<file path="src/rtl/pc_unit.sv">
// Program-counter unit: holds the architectural PC, picks the next PC from
// trap / mret / redirect / stall / sequential sources, and gates fetch through a BOOT/RUN/HALT FSM.
module pc_unit #(
  parameter int          XLEN         = 32,
  parameter logic [63:0] RESET_VECTOR = 64'h8000_0000,
  parameter int          IALIGN       = 32
) (
  input  logic            clk,
  input  logic            rst,
  input  logic            stall,
  input  logic            inc_half,
  input  logic            redirect_valid,
  input  logic [XLEN-1:0] redirect_target,
  input  logic            trap_valid,
  input  logic [XLEN-1:0] trap_vector,
  input  logic [XLEN-1:0] trap_epc,
  input  logic            mret,
  input  logic            halt_req,
  input  logic            resume,
  output logic [XLEN-1:0] pc,
  output logic [XLEN-1:0] pc_plus,
  output logic            fetch_valid,
  output logic [XLEN-1:0] epc,
  output logic            misalign,
  output logic [XLEN-1:0] misalign_addr,
  output logic            halted
);

  localparam logic [XLEN-1:0] RST_PC    = RESET_VECTOR[XLEN-1:0];
  localparam logic [XLEN-1:0] TRAP_MASK = {{(XLEN-2){1'b1}}, 2'b00};
  localparam logic [XLEN-1:0] EPC_MASK  = (IALIGN == 16) ? {{(XLEN-1){1'b1}}, 1'b0}
                                                         : {{(XLEN-2){1'b1}}, 2'b00};

  typedef enum logic [1:0] {BOOT, RUN, HALT} state_t;

  state_t          state;
  logic            half_step;
  logic            target_misaligned;
  logic [XLEN-1:0] next_pc;
  logic            take_misalign;

  assign half_step         = (IALIGN == 16) && inc_half;
  assign pc_plus           = pc + (half_step ? XLEN'(2) : XLEN'(4));
  assign target_misaligned = (IALIGN == 16) ? redirect_target[0] : (|redirect_target[1:0]);

  // Next-PC selection while running; a misaligned redirect holds pc and only flags it.
  always_comb begin
    next_pc       = pc;
    take_misalign = 1'b0;
    if (trap_valid) begin
      next_pc = trap_vector & TRAP_MASK;
    end else if (mret) begin
      next_pc = epc;
    end else if (redirect_valid) begin
      if (target_misaligned) begin
        take_misalign = 1'b1;
      end else begin
        next_pc = redirect_target;
      end
    end else if (!stall) begin
      next_pc = pc_plus;
    end
  end

  always_ff @(posedge clk or posedge rst) begin
    if (rst) begin
      state         <= BOOT;
      pc            <= RST_PC;
      epc           <= '0;
      misalign      <= 1'b0;
      misalign_addr <= '0;
      halted        <= 1'b0;
      fetch_valid   <= 1'b0;
    end else begin
      misalign <= 1'b0;
      case (state)
        BOOT: begin
          state       <= RUN;
          fetch_valid <= 1'b1;
        end
        RUN: begin
          pc <= next_pc;
          if (trap_valid) begin
            epc <= trap_epc & EPC_MASK;
          end
          if (take_misalign) begin
            misalign      <= 1'b1;
            misalign_addr <= redirect_target;
          end
          // The PC update of the halting cycle still commits.
          if (halt_req) begin
            state       <= HALT;
            fetch_valid <= 1'b0;
            halted      <= 1'b1;
          end
        end
        HALT: begin
          if (trap_valid) begin
            pc  <= trap_vector & TRAP_MASK;
            epc <= trap_epc & EPC_MASK;
          end
          if (resume) begin
            state       <= RUN;
            fetch_valid <= 1'b1;
            halted      <= 1'b0;
          end
        end
        default: begin
          state       <= BOOT;
          fetch_valid <= 1'b0;
          halted      <= 1'b0;
        end
      endcase
    end
  end

endmodule

</file>
<file path="config.mk">
export PLATFORM = sky130hd
export DESIGN_NAME = pc_unit
export DESIGN_NICKNAME = d
export VERILOG_FILES = /design/src/rtl/pc_unit.sv
export SDC_FILE = /design/constraint.sdc
export NUM_CORES = 1
export LEC_CHECK = 0
export CORE_UTILIZATION = 30
export CTS_CLUSTER_DIAMETER = 50
export DETAILED_ROUTE_END_ITERATION = 7
export GPL_TIMING_DRIVEN = 0
export SKIP_CTS_REPAIR_TIMING = 1
export SLEW_MARGIN = 0
export SYNTH_ARGS = -nofsm -noshare
export SYNTH_HDL_FRONTEND = slang
export SYNTH_SLANG_ARGS = --single-unit
</file>
<file path="constraint.sdc">
create_clock -name clk -period 4.4 [get_ports clk]
set_input_delay 0.88 -clock clk [delete_from_list [all_inputs] [get_ports clk]]
set_output_delay 0.88 -clock clk [all_outputs]
set_load 0.05 [all_outputs]
</file>
Yosys cells after proc, flatten, opt, wreduce, memory -nomap -nowiden
Index checks and enable logic that the tools add are counted.
- bits in registers: 99
- logic and storage cells: 47
- input bits: 105
- output and inout port bits: 131
- bitwise logic cells: 1
- reduce and logical (&&, ||, !) cells: 9
- multiplexer cells: 22
- eq/ne operators: 7
- add/sub/neg operators: 1
- operators with widths (cell ; count):
    32-bit two-way mux ; 6
    32-bit case mux with 2 select lines ; 1
    32-bit by 3-bit adder with 32-bit output (second input constant) ; 1
    1-bit two-way mux ; 10
    5-bit != test (second input constant) ; 2
    2-bit != test (second input constant) ; 3
    1-bit case mux with 3 select lines ; 2
    2-bit case mux with 3 select lines ; 1
    2-bit AND reduction ; 3
    2-bit two-way mux ; 2
    4-bit AND reduction ; 1
    2-bit OR reduction ; 2
    3-bit AND reduction ; 1
    2-bit by 1-bit == test with 1-bit output (second input constant) ; 1
    2-bit == test (second input constant) ; 1
    2-bit zero test ; 1
    2-bit nonzero test ; 1
    1-bit NOT ; 1

Longest topological paths before layout
Gate-level depths: netlist of run 1.
- depth after elaboration: 7
- mapped depth: 9
- gate-level depth less buffers: 7

Least setup slack after synthesis of run 1
Ideal clock, no wire load.
- path type: register to output
- start: register pc[2]
- end: output port pc_plus[30]
- required time: 3.520 ns
- slack: 0.438 ns
- stages on the path, launching flop included: 7
- path buffers: 1
- arrival: 3.082 ns
- cells stage by stage: dfrtp_1 -> ha_1 -> nand4_2 -> or4_1 -> clkbuf_1 -> nor4_1 -> xor2_1
- cells in the longest elaborated chain, start to end: 1
- ends and longest elaborated chain (item ; RTL line ; RTL):
    start, declared ; 20 ; output logic [XLEN-1:0] pc,
    start signal, assigned ; 82 ; pc <= next_pc;
    start signal, assigned ; 99 ; pc <= trap_vector & TRAP_MASK;
    32-bit by 3-bit adder with 32-bit output ; 43 ; assign pc_plus = pc + (half_step ? XLEN'(2) : XLEN'(4));
    end, declared ; 21 ; output logic [XLEN-1:0] pc_plus,
Every way passes these cells.

Worst setup path in the final report of run 1
- start: register pc[2]
- end: output port pc_plus[20]
The elaborated chain is that of the path after synthesis.

==> summary.txt, run 1 <==
Seq pwr share: 22.7%
Detail Route met3 WL: 1.56 mm
WS Path Type: flip-flop to output pin
Synth Instances: 575
total track usage: 23.8%
clock skew: 0.00436 ns
clock root cell: clkbuf_16
Final setup viols: 0
EDFF count, synth: 0
drt wl/cell: 21.6 µm
detailed-router iteration count before antenna repair: 7
Max FO, Critical Path: 7
row count: 49
dpl hpwl: 17.3 mm
Mapped Area: 0.00560 mm²
met2 WL: 10.7 mm
MaxCap Viol Count: 0
pin slew with the least headroom to its limit: 0.871 ns
Port-buffer cells: 227
Area Growth Syn to Fin: 52.3%
Req. time, crit path: 3.52 ns
Max Transition Viols Final: 0
DRT iter0 DRCs: 449
Clock Power Share: 10.8%
Yosys cell types: 63
Sw Ratio: 53.8%
Final Net Count: 924
die area: 0.0192 mm²
RSZ-0062 raised after global routing: false
Num CTS Buffers: 9
final WL: 22.7 mm
Core Area: 0.0181 mm²
Reg2Reg Depth: 7
final hold violation count: 0
Synth Warn #: 0
I/O Pins: 236
sequential share of the synthesized area: 43.8%
Sink Count: 98
gr ovfl total: 0
register-to-register path setup slack: 1.53 ns
final hold slack: 0.504 ns
antenna violations before repair: 0
Combinational Power Share: 66.5%
Setup Total Neg Slack: 0 ns
pwr dens: 932 mW/mm²
final core utilization: 47.0%
Critical Path End Type: output pin
Register Area: 0.00245 mm²
number of synthesized register bits: 98
ratio of cells with drive above 1 in the final layout: 13.3%
RR Startpoint: fetch_valid
Multi-input gate area: 0.00288 mm²
via count: 5,523
clock tree buffer depth: 2
Die X: 139 µm
Crit Reg-Reg Endpoint: pc[25]
Period Utilization, post-route: 95.0%
status: finished with violations
largest net degree at the start of global routing: 57
Final Power: 7.94 mW
Tmin final: 4.18 ns
Pint: 3.67 mW
DP Cell Count: 1,033
Skew-Pair Late Insertion Delay: 0.36 ns
CTS H-tree lvls: 3
Slew HR: 41.8%
RD Place Congestion: 0.840
CP startpoint: pc[2]
Remaining DRCs: 6
top_reg_cell synth: dfrtp_1
Critical Path AT: 3.30 ns
Die H: 139 µm
Met1 Wirelength: 10.2 mm
Async SR Flop Fraction: 100%
first-pass GRT wire length: 34.1 mm
switching power: 4.27 mW
uppermost layer routed: met4
Critical Path Sink: pc_plus[20]
startpoint types: flip-flop
Final Instance Count excl. Fillers: 1,049
Mean Syn Cell Area: 9.74 µm²
Leak: 3.44 nW
CTS tree: built
number of diodes: 0
vias in the first global route: 5,411
vias per cell: 5.27
Post-DRT Antenna Nets: 0
Clock transition at path regs: 0.07 ns
Max Clock Freq: 239 MHz
failing checks: design-rule violations
Fillers: 1,748
Initial Utilization: 30.8%
Hold Crit Class: flip-flop to flip-flop
Peak VDD IR: 541 µV
[state kept, by name, indices dropped and copies added, names as in the netlist]
register and count:
epc 30, fetch_valid 1, halted 1, misalign 1, misalign_addr 32, pc 32, state 1
[cell usage in the layout (no fill, tap or decap), types with 11 or more instances in the layout]
master / n
inv_1: 16
o21ai_0: 33
nor3_1: 13
clkbuf_1: 32
a21oi_1: 27
xnor2_1: 16
nand2_1: 52
mux2_2: 62
nand2b_1: 13
o211ai_1: 11
clkdlybuf4s50_1: 222
nor2_1: 40
nand3_1: 13
dfrtp_1: 97
[layout make-up]
| cell class | count | share of cell area, % |
|---|---|---|
| flip-flops and latches | 98 | 28.8 |
| well taps | 229 | 3.36 |
| plain buffers | 48 | 2.42 |
| clock buffers | 13 | 3.17 |
| multi-input cells | 413 | 33.8 |
| inverters | 17 | 0.778 |
| repair buffers | 228 | 27.1 |
| clock inverters | 3 | 0.543 |
[cells in the mapped netlist (6+ instances only)]
library cell | count | share of area (%)
a21oi_1 | 27 | 2.4
nor2_1 | 40 | 2.7
clkbuf_1 | 31 | 2.1
mux2_2 | 62 | 12
nand4_1 | 10 | 1.1
o221ai_1 | 6 | 0.94
o211ai_1 | 11 | 1.5
xnor2_1 | 16 | 2.5
inv_1 | 17 | 1.1
nand3_1 | 13 | 1.2
a31oi_1 | 8 | 0.89
buf_2 | 7 | 0.63
xor2_1 | 10 | 1.6
dfrtp_1 | 97 | 43
mux2i_1 | 9 | 1.6
nand2b_1 | 13 | 1.5
nor3_1 | 13 | 1.2
o21ai_0 | 33 | 3.0
nand2_1 | 52 | 3.5
[worst max-delay path, cell delays in order (launching register included)]
cell,delay [ns]
dfrtp_1,0.49
ha_1,0.29
nand4_2,0.19
or4_1,0.55
clkbuf_1,0.23
nor3_1,0.26
nand2b_1,0.13
clkdlybuf4s50_1,0.80
[kinds of logic (layout without fill, tap and decap cells)]
kind of cell	Yosys count	after routing	share of synthesized area [%]
AOI/OAI and AO/OA	136	136	16.6
xor gates and xnor gates	26	26	4.07
adders and majority gates	4	4	0.894
buffers and inverters	65	309	4.83
DFF	98	98	43.8
muxes	71	71	14.1
other	1	2	0.0670
and+or+nand+nor	174	174	15.6
[metal layers]
metal,vias up,track usage (%)
li1,2563,-
met1,2720,32.1
met2,222,38.6
met3,18,5.59
met4,0,5.56
met5,-,0
[per-stage QoR]
stage               area (µm²)  setup slack, ns
floorplan                 5600            0.438
global placement          8160           -0.921
detailed placement        8190            0.129
CTS                       8510           -0.290
global route              8530           0.0591
finish                    8530            0.222
[worst min path at each step]
stage,from,end,slack (ns),cells after the start
after floorplan,state[1],state[1],0.49,2
after global placement,misalign_addr[13],misalign_addr[13],0.49,1
after detailed placement,misalign_addr[12],misalign_addr[12],0.49,1
after CTS,misalign_addr[12],misalign_addr[12],0.51,1
after global routing,misalign_addr[7],misalign_addr[7],0.52,1
final,misalign_addr[2],misalign_addr[2],0.50,1
[power by group through the flow]
stage / Sequential, mW / Combinational (mW) / Clock, mW
6_report: 1.80 / 5.28 / 0.860
5_1_grt: 1.87 / 5.51 / 0.906
4_1_cts: 1.80 / 5.29 / 0.876
3_5_place_dp: 1.81 / 5.27 / 0
3_3_place_gp: 1.80 / 5.26 / 0
2_1_floorplan: 3.27 / 1.93 / 0
Power figures use the tool's default switching activity.
==> inputs of run 2 (changes only) <==
--- a/config.mk
+++ b/config.mk
@@ -8,7 +8,9 @@
 export CORE_UTILIZATION = 30
 export CTS_CLUSTER_DIAMETER = 50
 export DETAILED_ROUTE_END_ITERATION = 7
+export GPL_ROUTABILITY_DRIVEN = 0
 export GPL_TIMING_DRIVEN = 0
+export REMOVE_ABC_BUFFERS = 1
 export SKIP_CTS_REPAIR_TIMING = 1
 export SLEW_MARGIN = 0
 export SYNTH_ARGS = -nofsm -noshare
==> summary.txt, run 2 (synthesis gave the netlist of run 1 again) <==
Max Transition Viols Final: 0
vias per cell: 5.29
clock skew: 0.00907 ns
DP Cell Count: 990
row count: 49
Final setup viols: 0
Port-buffer cells: 228
most common cell after layout, fill and taps aside: clkdlybuf4s50_1
pwr dens: 916 mW/mm²
Tmin final: 4.16 ns
first-pass GRT wire length: 31.1 mm
Max Clock Freq: 240 MHz
clock tree buffer depth: 2
worst slack, placed: -0.935 ns
CTS tree: built
total track usage: 20.9%
Final Net Count: 881
design area: 0.00842 mm²
Req. time, crit path: 3.52 ns
Placed Area: 0.00813 mm²
top flop regs: misalign_addr x32, pc x32, epc x30
Clock transition at path regs: 0.07 ns
Slew HR: 18.9%
largest net degree at the start of global routing: 62
Period Utilization, post-route: 94.6%
ratio of cells with drive above 1 in the final layout: 13.7%
detailed-router iteration count before antenna repair: 7
Final Power: 7.71 mW
RSZ-0062 raised after global routing: false
Sink Count: 98
Post-DRT Antenna Nets: 0
failing checks: design-rule violations
Critical Path End Type: output pin
commonest cells after routing, fill and taps aside: 219 x clkdlybuf4s50_1, 97 x dfrtp_1, 62 x mux2_2, 51 x nand2_1, 38 x nor2_1
MaxCap Viol Count: 0
dpl hpwl: 14.3 mm
CTS H-tree lvls: 3
final hold violation count: 0
Final Instance Count excl. Fillers: 1,005
Setup Total Neg Slack: 0 ns
final hold slack: 0.509 ns
number of diodes: 0
pin slew with the least headroom to its limit: 1.21 ns
Peak VDD IR: 530 µV
Area Growth Syn to Fin: 50.4%
die area: 0.0192 mm²
I/O Pins: 236
Die X: 139 µm
vias in the first global route: 5,534
Max FO, Critical Path: 7
startpoint types: flip-flop
drt wl/cell: 19.7 µm
PnR worst setup slack: 0.237 ns
final core utilization: 46.4%
status: finished with violations
Skew-Pair Late Insertion Delay: 0.35 ns
Num CTS Buffers: 9
clock root cell: clkbuf_16
via count: 5,318
antenna violations before repair: 0
WS Path Type: flip-flop to output pin
Remaining DRCs: 14
Leak: 3.38 nW
Hold Crit Class: flip-flop to flip-flop
Critical Path AT: 3.28 ns
gr ovfl total: 0
final WL: 19.8 mm
Initial Utilization: 30.8%
Core Area: 0.0181 mm²
DRT iter0 DRCs: 231
Die H: 139 µm
-- run 2: worst paths after layout --
path	slack (ns)	from	to	cells past startpoint
max	0.24	pc[2]	pc_plus[30]	6
min	0.51	misalign_addr[1]	misalign_addr[1]	1
max reg2reg	1.62	pc[2]	pc[30]	6
min reg2reg	0.51	misalign_addr[1]	misalign_addr[1]	1
max in group asynchronous	2.73	rst	pc[30]	3
min in group asynchronous	0.93	rst	misalign_addr[6]	2
-- run 2: worst max-delay path: stages (launching register included) --
cell and delay, ns:
dfrtp_1 0.51, ha_1 0.29, nand4_2 0.24, or4_1 0.76, nor4_2 0.51, xor2_1 0.18, dlymetal6s2s_1 0.44
-- run 2: area by class of cell --
cell class | count | area [µm²]
fillers | 1708 | 9730
clock inverters | 4 | 30.0
repair buffers | 233 | 2410
inverters | 17 | 66.3
multi-input cells | 413 | 2940
clock buffers | 11 | 233
well taps | 229 | 287
flip-flops and latches | 98 | 2450
-- run 2: metal layers --
layer  vias up  track usage, %  share of wire (%)
met3        30            4.35                6.0
li1       2484               -                  -
met5         -               0                  0
met1      2602            26.3                 43
met4         0            7.63                2.2
met2       202            35.5                 49
-- run 2: power by group --
group / leakage (nW) / switching (mW) / internal [mW]
clock network: 0.114 / 0.356 / 0.381
logic: 2.09 / 3.29 / 1.82
registers: 1.17 / 0.507 / 1.36
total: 3.38 / 4.15 / 3.56
